**config.mk**
```make
export PLATFORM = sky130hd
export DESIGN_NAME = branch_predictor_ctrl
export DESIGN_NICKNAME = d
export VERILOG_FILES = /design/src/rtl/bpu_pkg.sv /design/src/rtl/bpu_bht.sv /design/src/rtl/branch_predictor_ctrl.sv
export SDC_FILE = /design/constraint.sdc
export NUM_CORES = 1
export LEC_CHECK = 0
export CORE_ASPECT_RATIO = 0.8
export CORE_MARGIN = 4
export CORE_UTILIZATION = 30
export CTS_CLUSTER_SIZE = 24
export DETAILED_ROUTE_END_ITERATION = 16
export DONT_BUFFER_PORTS = 1
export PLACE_DENSITY = 0.56
export SLEW_MARGIN = 10
export SYNTH_ARGS = -nofsm -noshare
export SYNTH_HDL_FRONTEND = slang
export SYNTH_SLANG_ARGS = --single-unit
```
**constraint.sdc**
```tcl
create_clock -name clk -period 2.85 [get_ports clk]
set_input_delay 0.7125 -clock clk [delete_from_list [all_inputs] [get_ports clk]]
set_output_delay 0.7125 -clock clk [all_outputs]
set_load 0.02 [all_outputs]
```
**src/rtl/bpu_pkg.sv**
```systemverilog
// Shared types and helpers for the bimodal branch predictor:
// 2-bit counter encodings, the redirect FSM states and the counter update rule.
package bpu_pkg;

   typedef logic [1:0] bht_cnt_t;

   localparam bht_cnt_t SNT     = 2'b00;  // strongly not-taken
   localparam bht_cnt_t WNT     = 2'b01;  // weakly not-taken
   localparam bht_cnt_t WT      = 2'b10;  // weakly taken
   localparam bht_cnt_t ST      = 2'b11;  // strongly taken
   localparam bht_cnt_t BHT_RST = WNT;

   localparam int PC_W = 32;

   // IDLE: redirects pass straight through; HOLD: a stalled redirect is replayed
   typedef enum logic {
      IDLE = 1'b0,
      HOLD = 1'b1
   } bpu_state_e;

   // Saturating 2-bit counter step
   function automatic bht_cnt_t sat_update(input bht_cnt_t cnt, input logic taken);
      bht_cnt_t res;
      res = cnt;
      if (taken) begin
         if (cnt != ST) res = cnt + 2'b01;
      end else begin
         if (cnt != SNT) res = cnt - 2'b01;
      end
      return res;
   endfunction

endpackage

```
**src/rtl/bpu_bht.sv**
```systemverilog
// Branch history table: array of 2-bit saturating counters.
// One asynchronous read port (IF prediction) and one synchronous
// read-modify-write port (EX update). A read of the entry being written
// in the same cycle returns the old value; the new value is visible next cycle.
module bpu_bht
   import bpu_pkg::*;
#(
   parameter int ENTRIES = 32,
   parameter int INDEX_W = $clog2(ENTRIES)
) (
   input  logic               clk,
   input  logic               rst_n,
   input  logic [INDEX_W-1:0] rd_idx_i,
   output bht_cnt_t           rd_cnt_o,
   input  logic               wr_en_i,
   input  logic [INDEX_W-1:0] wr_idx_i,
   input  logic               wr_taken_i
);

   bht_cnt_t bht_q [ENTRIES];

   // Reset every counter to weakly not-taken; otherwise step the written entry
   always_ff @(posedge clk) begin
      if (!rst_n) begin
         for (int i = 0; i < ENTRIES; i++) begin
            bht_q[i] <= BHT_RST;
         end
      end else if (wr_en_i) begin
         bht_q[wr_idx_i] <= sat_update(bht_q[wr_idx_i], wr_taken_i);
      end
   end

   assign rd_cnt_o = bht_q[rd_idx_i];

endmodule

```
**src/rtl/branch_predictor_ctrl.sv**
```systemverilog
// Bimodal branch predictor and redirect controller for the PC-select datapath.
// IF: predicts conditional branches from the counter table (bpu_bht).
// EX: resolves branches, updates the table once per branch and raises a redirect
// with the recovery PC. A redirect raised while the pipeline is stalled is held
// in HOLD until the stall drops, so no recovery is lost.
// Optional feature macro: BPU_PERF_CNT_EN (resolved-branch / mispredict counters).
//
// Handshake: miss_o/PC_branch_o are a level request to the PC mux, valid whenever
// miss_o = 1; the request is considered consumed on the first clock edge with
// stall_i = 0. While stall_i = 1 the request and its PC are held stable.
module branch_predictor_ctrl
   import bpu_pkg::*;
#(
   parameter int BHT_ENTRIES = 32
) (
   input  logic            clk,
   input  logic            rst_n,
   input  logic            stall_i,
   input  logic [PC_W-1:0] IF_PC_i,
   input  logic            IF_branch_i,
   output logic            predict_taken_o,
   input  logic            EX_branch_i,
   input  logic [PC_W-1:0] EX_PC_i,
   input  logic            EX_taken_i,
   input  logic            EX_pred_taken_i,
   input  logic [PC_W-1:0] EX_PC_target_i,
   input  logic [PC_W-1:0] EX_PC_plus_i,
   output logic            miss_o,
   output logic [PC_W-1:0] PC_branch_o,
   output logic            flush_o,
   output logic [31:0]     branch_cnt_o,
   output logic [31:0]     miss_cnt_o
);

   localparam int INDEX_W = $clog2(BHT_ENTRIES);

   bpu_state_e        state_q, state_d;
   logic [PC_W-1:0]   pend_pc_q, pend_pc_d;
   logic [INDEX_W-1:0] idx_if, idx_ex;
   bht_cnt_t          cnt_if;
   logic              mis;
   logic [PC_W-1:0]   recov;
   logic              bht_we;

   // Word-aligned index: PC[1:0] and the bits above the index do not select an entry
   assign idx_if = IF_PC_i[INDEX_W+1:2];
   assign idx_ex = EX_PC_i[INDEX_W+1:2];

   logic unused_pc_bits;
   assign unused_pc_bits = ^{IF_PC_i[PC_W-1:INDEX_W+2], IF_PC_i[1:0],
                             EX_PC_i[PC_W-1:INDEX_W+2], EX_PC_i[1:0]};

   assign mis   = EX_branch_i & (EX_taken_i != EX_pred_taken_i);
   assign recov = EX_taken_i ? EX_PC_target_i : EX_PC_plus_i;

   // A resolved branch updates once: normally when not stalled, or on the edge that
   // parks its mispredict in HOLD. HOLD itself never updates.
   assign bht_we = rst_n & (state_q == IDLE) & EX_branch_i & (~stall_i | mis);

   bpu_bht #(
      .ENTRIES (BHT_ENTRIES),
      .INDEX_W (INDEX_W)
   ) u_bht (
      .clk        (clk),
      .rst_n      (rst_n),
      .rd_idx_i   (idx_if),
      .rd_cnt_o   (cnt_if),
      .wr_en_i    (bht_we),
      .wr_idx_i   (idx_ex),
      .wr_taken_i (EX_taken_i)
   );

   assign predict_taken_o = rst_n & IF_branch_i & cnt_if[1];

   // State register and pending recovery PC
   always_ff @(posedge clk) begin
      if (!rst_n) begin
         state_q   <= IDLE;
         pend_pc_q <= '0;
      end else begin
         state_q   <= state_d;
         pend_pc_q <= pend_pc_d;
      end
   end

   // Next state: park a stalled mispredict in HOLD, release on the first unstalled edge
   always_comb begin
      state_d   = state_q;
      pend_pc_d = pend_pc_q;
      case (state_q)
         IDLE: begin
            if (mis && stall_i) begin
               state_d   = HOLD;
               pend_pc_d = recov;
            end
         end
         HOLD: begin
            if (!stall_i) state_d = IDLE;
         end
         default: state_d = IDLE;
      endcase
   end

   // Redirect outputs: pass-through in IDLE, replay of the parked PC in HOLD
   always_comb begin
      miss_o      = 1'b0;
      PC_branch_o = '0;
      if (rst_n) begin
         case (state_q)
            IDLE: begin
               miss_o      = mis;
               PC_branch_o = mis ? recov : '0;
            end
            HOLD: begin
               miss_o      = 1'b1;
               PC_branch_o = pend_pc_q;
            end
            default: begin
               miss_o      = 1'b0;
               PC_branch_o = '0;
            end
         endcase
      end
   end

   assign flush_o = miss_o;

`ifdef BPU_PERF_CNT_EN
   logic [31:0] branch_cnt_q, branch_cnt_d;
   logic [31:0] miss_cnt_q, miss_cnt_d;

   // Saturating event counts, stepped on each table update
   always_comb begin
      branch_cnt_d = branch_cnt_q;
      miss_cnt_d   = miss_cnt_q;
      if (bht_we) begin
         if (branch_cnt_q != 32'hFFFF_FFFF) branch_cnt_d = branch_cnt_q + 32'd1;
         if (mis && (miss_cnt_q != 32'hFFFF_FFFF)) miss_cnt_d = miss_cnt_q + 32'd1;
      end
   end

   // Counter registers
   always_ff @(posedge clk) begin
      if (!rst_n) begin
         branch_cnt_q <= '0;
         miss_cnt_q   <= '0;
      end else begin
         branch_cnt_q <= branch_cnt_d;
         miss_cnt_q   <= miss_cnt_d;
      end
   end

   assign branch_cnt_o = rst_n ? branch_cnt_q : 32'd0;
   assign miss_cnt_o   = rst_n ? miss_cnt_q   : 32'd0;
`else
   assign branch_cnt_o = 32'd0;
   assign miss_cnt_o   = 32'd0;
`endif

endmodule

```
==> impl_metrics.csv <==
group,metric,value,unit
power,power.total,3.462,mW
critical_path,critical_path.slowest_cell,"sky130_fd_sc_hd__mux4_2",
detailed_routing,wl_per_cell,16.08,um
synth,synth_seq_area_share,42.31,%
die,initial_utilization,30.65,%
detailed_routing,wl_met1,6761,um
detailed_routing,starting_drc_count_in_detailed_routing,257,
synth,synth.lib_cells_used.distinct,38,
cells_and_area,final_nets,800,
clock_network,cts_sinks,97,
timing,clock_skew,0.01631,ns
worst_hold_path,hold_depth,1,
timing,report.final.hold_viol_count,0,
cells_and_area,seq_area,0.002584,sq mm
cells_and_area,antenna_cells,0,
worst_hold_path,min_from,"pend_pc_q[29]",
detailed_routing,met3_length,850,um
timing,report.final.slew_viol_count,0,
clock_network,htree_levels,3,
placed_design,port-buffer-count,0,
power,powerDensity,519.1,mW/mm^2
timing,hold_ws,0.4987,ns
detailed_routing,detail_route_met2_wl,7250,um
timing,rel_slew_slack,49.22,%
synth,yosys_register_bits,97,
grt,total_overflow_reported_by_the_global_router,0,
clock_network,cts-root-to-sink-buffers,2,
power,power.leakage,2.944,nW
power,largest_voltage_drop_on_the_vdd_net,0.0002934,V
placed_design,finalWeightedCongestion,0.8146,
cells_and_area,layout.filler_cells,2060,
timing,final_min_period_over_clock_period,97.75,%
critical_path,worstSetupPathType,"register to primary output",
worst_hold_path,timing.hold.worst.class,"register to register",
timing,fin_crit,2.786,ns
critical_path,crit-reg2reg-launch,"u_bht.bht_q[23][0]",
critical_path,worstPathRequired,2.14,ns
detailed_routing,detail_route.first_pass.iterations,6,
timing,setup_viol,0,
grt,first_global_vias,4125,
clock_network,clk-insertion-delay-late,0.35,ns
die,die_height,135.6,um
timing,maxClockFrequency,0.3590,GHz
die,core_region_area,0.01991,sq mm
detailed_routing,routed_wirelength,15020,um
clock_network,ctsRootBufferMaster,"sky130_fd_sc_hd__clkbuf_16",
critical_path,setup.worst_path.end_class,"primary output",
die,full_die_area,0.02270,sq mm
timing,rsz0062_at_grt,"false",
critical_path,kind_of_launch_point_of_the_worst_setup_path,"register",
critical_path,worst_path_largest_cell_delay,0.51,ns
placed_design,placed_cell_area,0.006327,sq mm
clock_network,post_cts_setup_driven_buffer_insertion_count,0,
grt,grt.total_usage,12.69,%
detailed_routing,drt_drc_violations_left,0,
clock_network,cts-buffers-inserted,9,
detailed_routing,num_vias,4492,
critical_path,critPathLaunch,"u_bht.bht_q[15][1]",
clock_network,tritoncts,"done",
critical_path,max_fanout_on_critical_path,2,
critical_path,timing.critical_path.cells,"mux4_2 -> mux4_2 -> mux2i_4 -> nor2_2",
cells_and_area,drive_above_1_share,12.99,%
detailed_routing,drt-vias-per-instance,4.809,
synth,netlist_instances,663,
synth,avgSynthCellArea,9.206,sq um
grt,grt_start_max_net_pins,68,
grt,initial_antenna_violation_count,0,
timing,setup-tns-final,0,ns
detailed_routing,postRouteAntennaNets,0,
cells_and_area,syn_to_final_growth,9.287,%
die,design.portCount,234,
detailed_routing,top_layer,"met4",
cells_and_area,final_area,0.006670,sq mm
run_status,status,"finished, final reports clean",
critical_path,timing.critical_path.mode_cell,"sky130_fd_sc_hd__mux4_2",
grt,first_pass_grt_wire_length,22870,um
synth,post_synth_instance_area,0.006103,sq mm
clock_network,cts.clk_slew.worst_paths,0.08,ns
critical_path,worst-endpoint-arrival,2.07,ns
synth,synth-warning-count,0,
die,fp-row-count,46,
cells_and_area,multi_input_comb_area,0.003000,sq mm
timing,worst-slew-pin-transition,0.7559,ns
flow_run,max-cap-violations,0,
placed_design,place.detailed.hpwl,10280,um
critical_path,worstRegToRegCells,7,
die,fp.dieW,167.5,um
power by group:
part | internal, mW | total [mW] | switching (mW)
clock | 0.786 | 1.35 | 0.569
combinational | 0.204 | 0.541 | 0.338
sequential | 1.54 | 1.57 | 0.0251
total | 2.53 | 3.46 | 0.931
cell families (layout without fill, tap and decap cells):
group                      Yosys count  in the layout  share of synthesized area, %
xor gates and xnor gates             1              1                        0.1435
and+or+nand+nor                    275            275                         19.21
adders and majority gates            2              2                        0.3690
DFF                                 97             97                         42.31
other                                1             64                       0.06144
AOI/OAI and AO/OA                   84             84                         10.52
buffers and inverters              127             71                         12.67
muxes                               76             76                         14.72
per-layer routing:
| layer | GRT usage, % | vias up |
|---|---|---|
| li1 | - | 2201 |
| met1 | 16.92 | 2139 |
| met2 | 21.34 | 141 |
| met3 | 2.450 | 11 |
| met4 | 3.245 | 0 |
| met5 | 0 | - |
critical path, delay by kind of cell, from the launching register on:
family	cells	cell delay, ns
muxes	3	1.20
DFF	1	0.43
and+or+nand+nor	1	0.10
final cells by class:
type	instances	area share, %
multi-input combinational	502	44.98
sequential	97	38.74
timing repair buffer	49	6.078
tap	264	4.952
clock buffer	10	3.433
clock inverter	6	1.482
inverter	6	0.3376
worst paths after layout:
| kind | end | slack, ns |
|---|---|---|
| worst max-delay path | predict_taken_o | 0.06 |
| worst min-delay path | pend_pc_q[29] | 0.50 |
| worst max register to register | u_bht.bht_q[10][1] | 0.52 |
| worst min register to register | pend_pc_q[29] | 0.50 |
layout by cell type (no fill, tap or decap), types with 2 or more instances in the layout:
master,n
sky130_fd_sc_hd__clkbuf_16,9
sky130_fd_sc_hd__nand3_1,32
sky130_fd_sc_hd__mux4_2,11
sky130_fd_sc_hd__inv_1,6
sky130_fd_sc_hd__nand3_2,2
sky130_fd_sc_hd__o2111a_1,2
sky130_fd_sc_hd__or3b_2,3
sky130_fd_sc_hd__and2_1,3
sky130_fd_sc_hd__bufinv_16,2
sky130_fd_sc_hd__mux2i_1,64
sky130_fd_sc_hd__nor2b_1,3
sky130_fd_sc_hd__nand3b_1,3
sky130_fd_sc_hd__inv_8,2
sky130_fd_sc_hd__dfxtp_1,32
sky130_fd_sc_hd__nand2b_1,4
sky130_fd_sc_hd__or3_1,6
sky130_fd_sc_hd__a21oi_1,32
sky130_fd_sc_hd__maj3_2,2
sky130_fd_sc_hd__edfxtp_1,64
sky130_fd_sc_hd__buf_12,3
sky130_fd_sc_hd__o211a_1,32
sky130_fd_sc_hd__nor3_1,9
sky130_fd_sc_hd__conb_1,64
sky130_fd_sc_hd__buf_4,46
sky130_fd_sc_hd__nand2_1,104
sky130_fd_sc_hd__nor2_1,102
sky130_fd_sc_hd__o221ai_1,6
sky130_fd_sc_hd__o22ai_1,5
registers in the layout, summed over array words and instances (netlist names):
| register | cells |
|---|---|
| u_bht.bht_q | 64 |
| state_q | 1 |
| pend_pc_q | 32 |
stage by stage:
stage | instances | worst slack (ns) | utilization [%]
after floorplan | 726 | 0.02411 | -
after global routing | 934 | 0.01444 | 33.49
after global placement | 918 | 0.03420 | 31.77
final | 934 | 0.06411 | 33.49
after CTS | 934 | 0.04316 | 33.49
after detailed placement | 918 | 0.004902 | 31.77
Yosys cell counts:
library cell / instances / area (sq um)
sky130_fd_sc_hd__or2_2: 1 / 6.260
sky130_fd_sc_hd__o211a_1: 32 / 320.3
sky130_fd_sc_hd__edfxtp_1: 64 / 1922
sky130_fd_sc_hd__nor3_1: 9 / 45.04
sky130_fd_sc_hd__nand3_2: 2 / 20.02
sky130_fd_sc_hd__buf_4: 66 / 495.5
sky130_fd_sc_hd__a22oi_1: 1 / 7.510
sky130_fd_sc_hd__nand2_1: 104 / 390.4
sky130_fd_sc_hd__buf_6: 5 / 56.30
sky130_fd_sc_hd__or3b_2: 3 / 26.28
sky130_fd_sc_hd__a41oi_1: 1 / 8.760
sky130_fd_sc_hd__nand2b_1: 4 / 25.02
sky130_fd_sc_hd__conb_1: 1 / 3.750
sky130_fd_sc_hd__buf_2: 9 / 45.04
sky130_fd_sc_hd__nand3_1: 32 / 160.2
sky130_fd_sc_hd__o21ai_0: 1 / 5.000
sky130_fd_sc_hd__mux4_2: 11 / 247.7
sky130_fd_sc_hd__maj3_2: 2 / 22.52
sky130_fd_sc_hd__o31a_1: 1 / 8.760
sky130_fd_sc_hd__mux2i_1: 65 / 650.6
sky130_fd_sc_hd__dfxtp_1: 33 / 660.6
sky130_fd_sc_hd__and4_1: 1 / 8.760
sky130_fd_sc_hd__nor2_1: 103 / 386.6
sky130_fd_sc_hd__or3_1: 6 / 37.54
sky130_fd_sc_hd__inv_1: 6 / 22.52
sky130_fd_sc_hd__o31ai_1: 1 / 7.510
sky130_fd_sc_hd__clkbuf_1: 41 / 153.9
sky130_fd_sc_hd__o22ai_1: 5 / 31.28
sky130_fd_sc_hd__o221ai_1: 6 / 52.55
sky130_fd_sc_hd__nor2b_1: 3 / 18.77
sky130_fd_sc_hd__o211ai_1: 1 / 7.510
sky130_fd_sc_hd__a21oi_1: 32 / 160.2
sky130_fd_sc_hd__xor2_1: 1 / 8.760
sky130_fd_sc_hd__and2_1: 3 / 18.77
sky130_fd_sc_hd__a41o_1: 1 / 10.01
sky130_fd_sc_hd__o2111a_1: 2 / 22.52
sky130_fd_sc_hd__nand3b_1: 3 / 22.52
sky130_fd_sc_hd__and3_1: 1 / 6.260
timing repair:
action	CTS	global route
resized for setup	3	0
hold buffers	0	0
endpoints found under the setup margin	1	0
No activity file was read; power rests on OpenSTA's default activity.
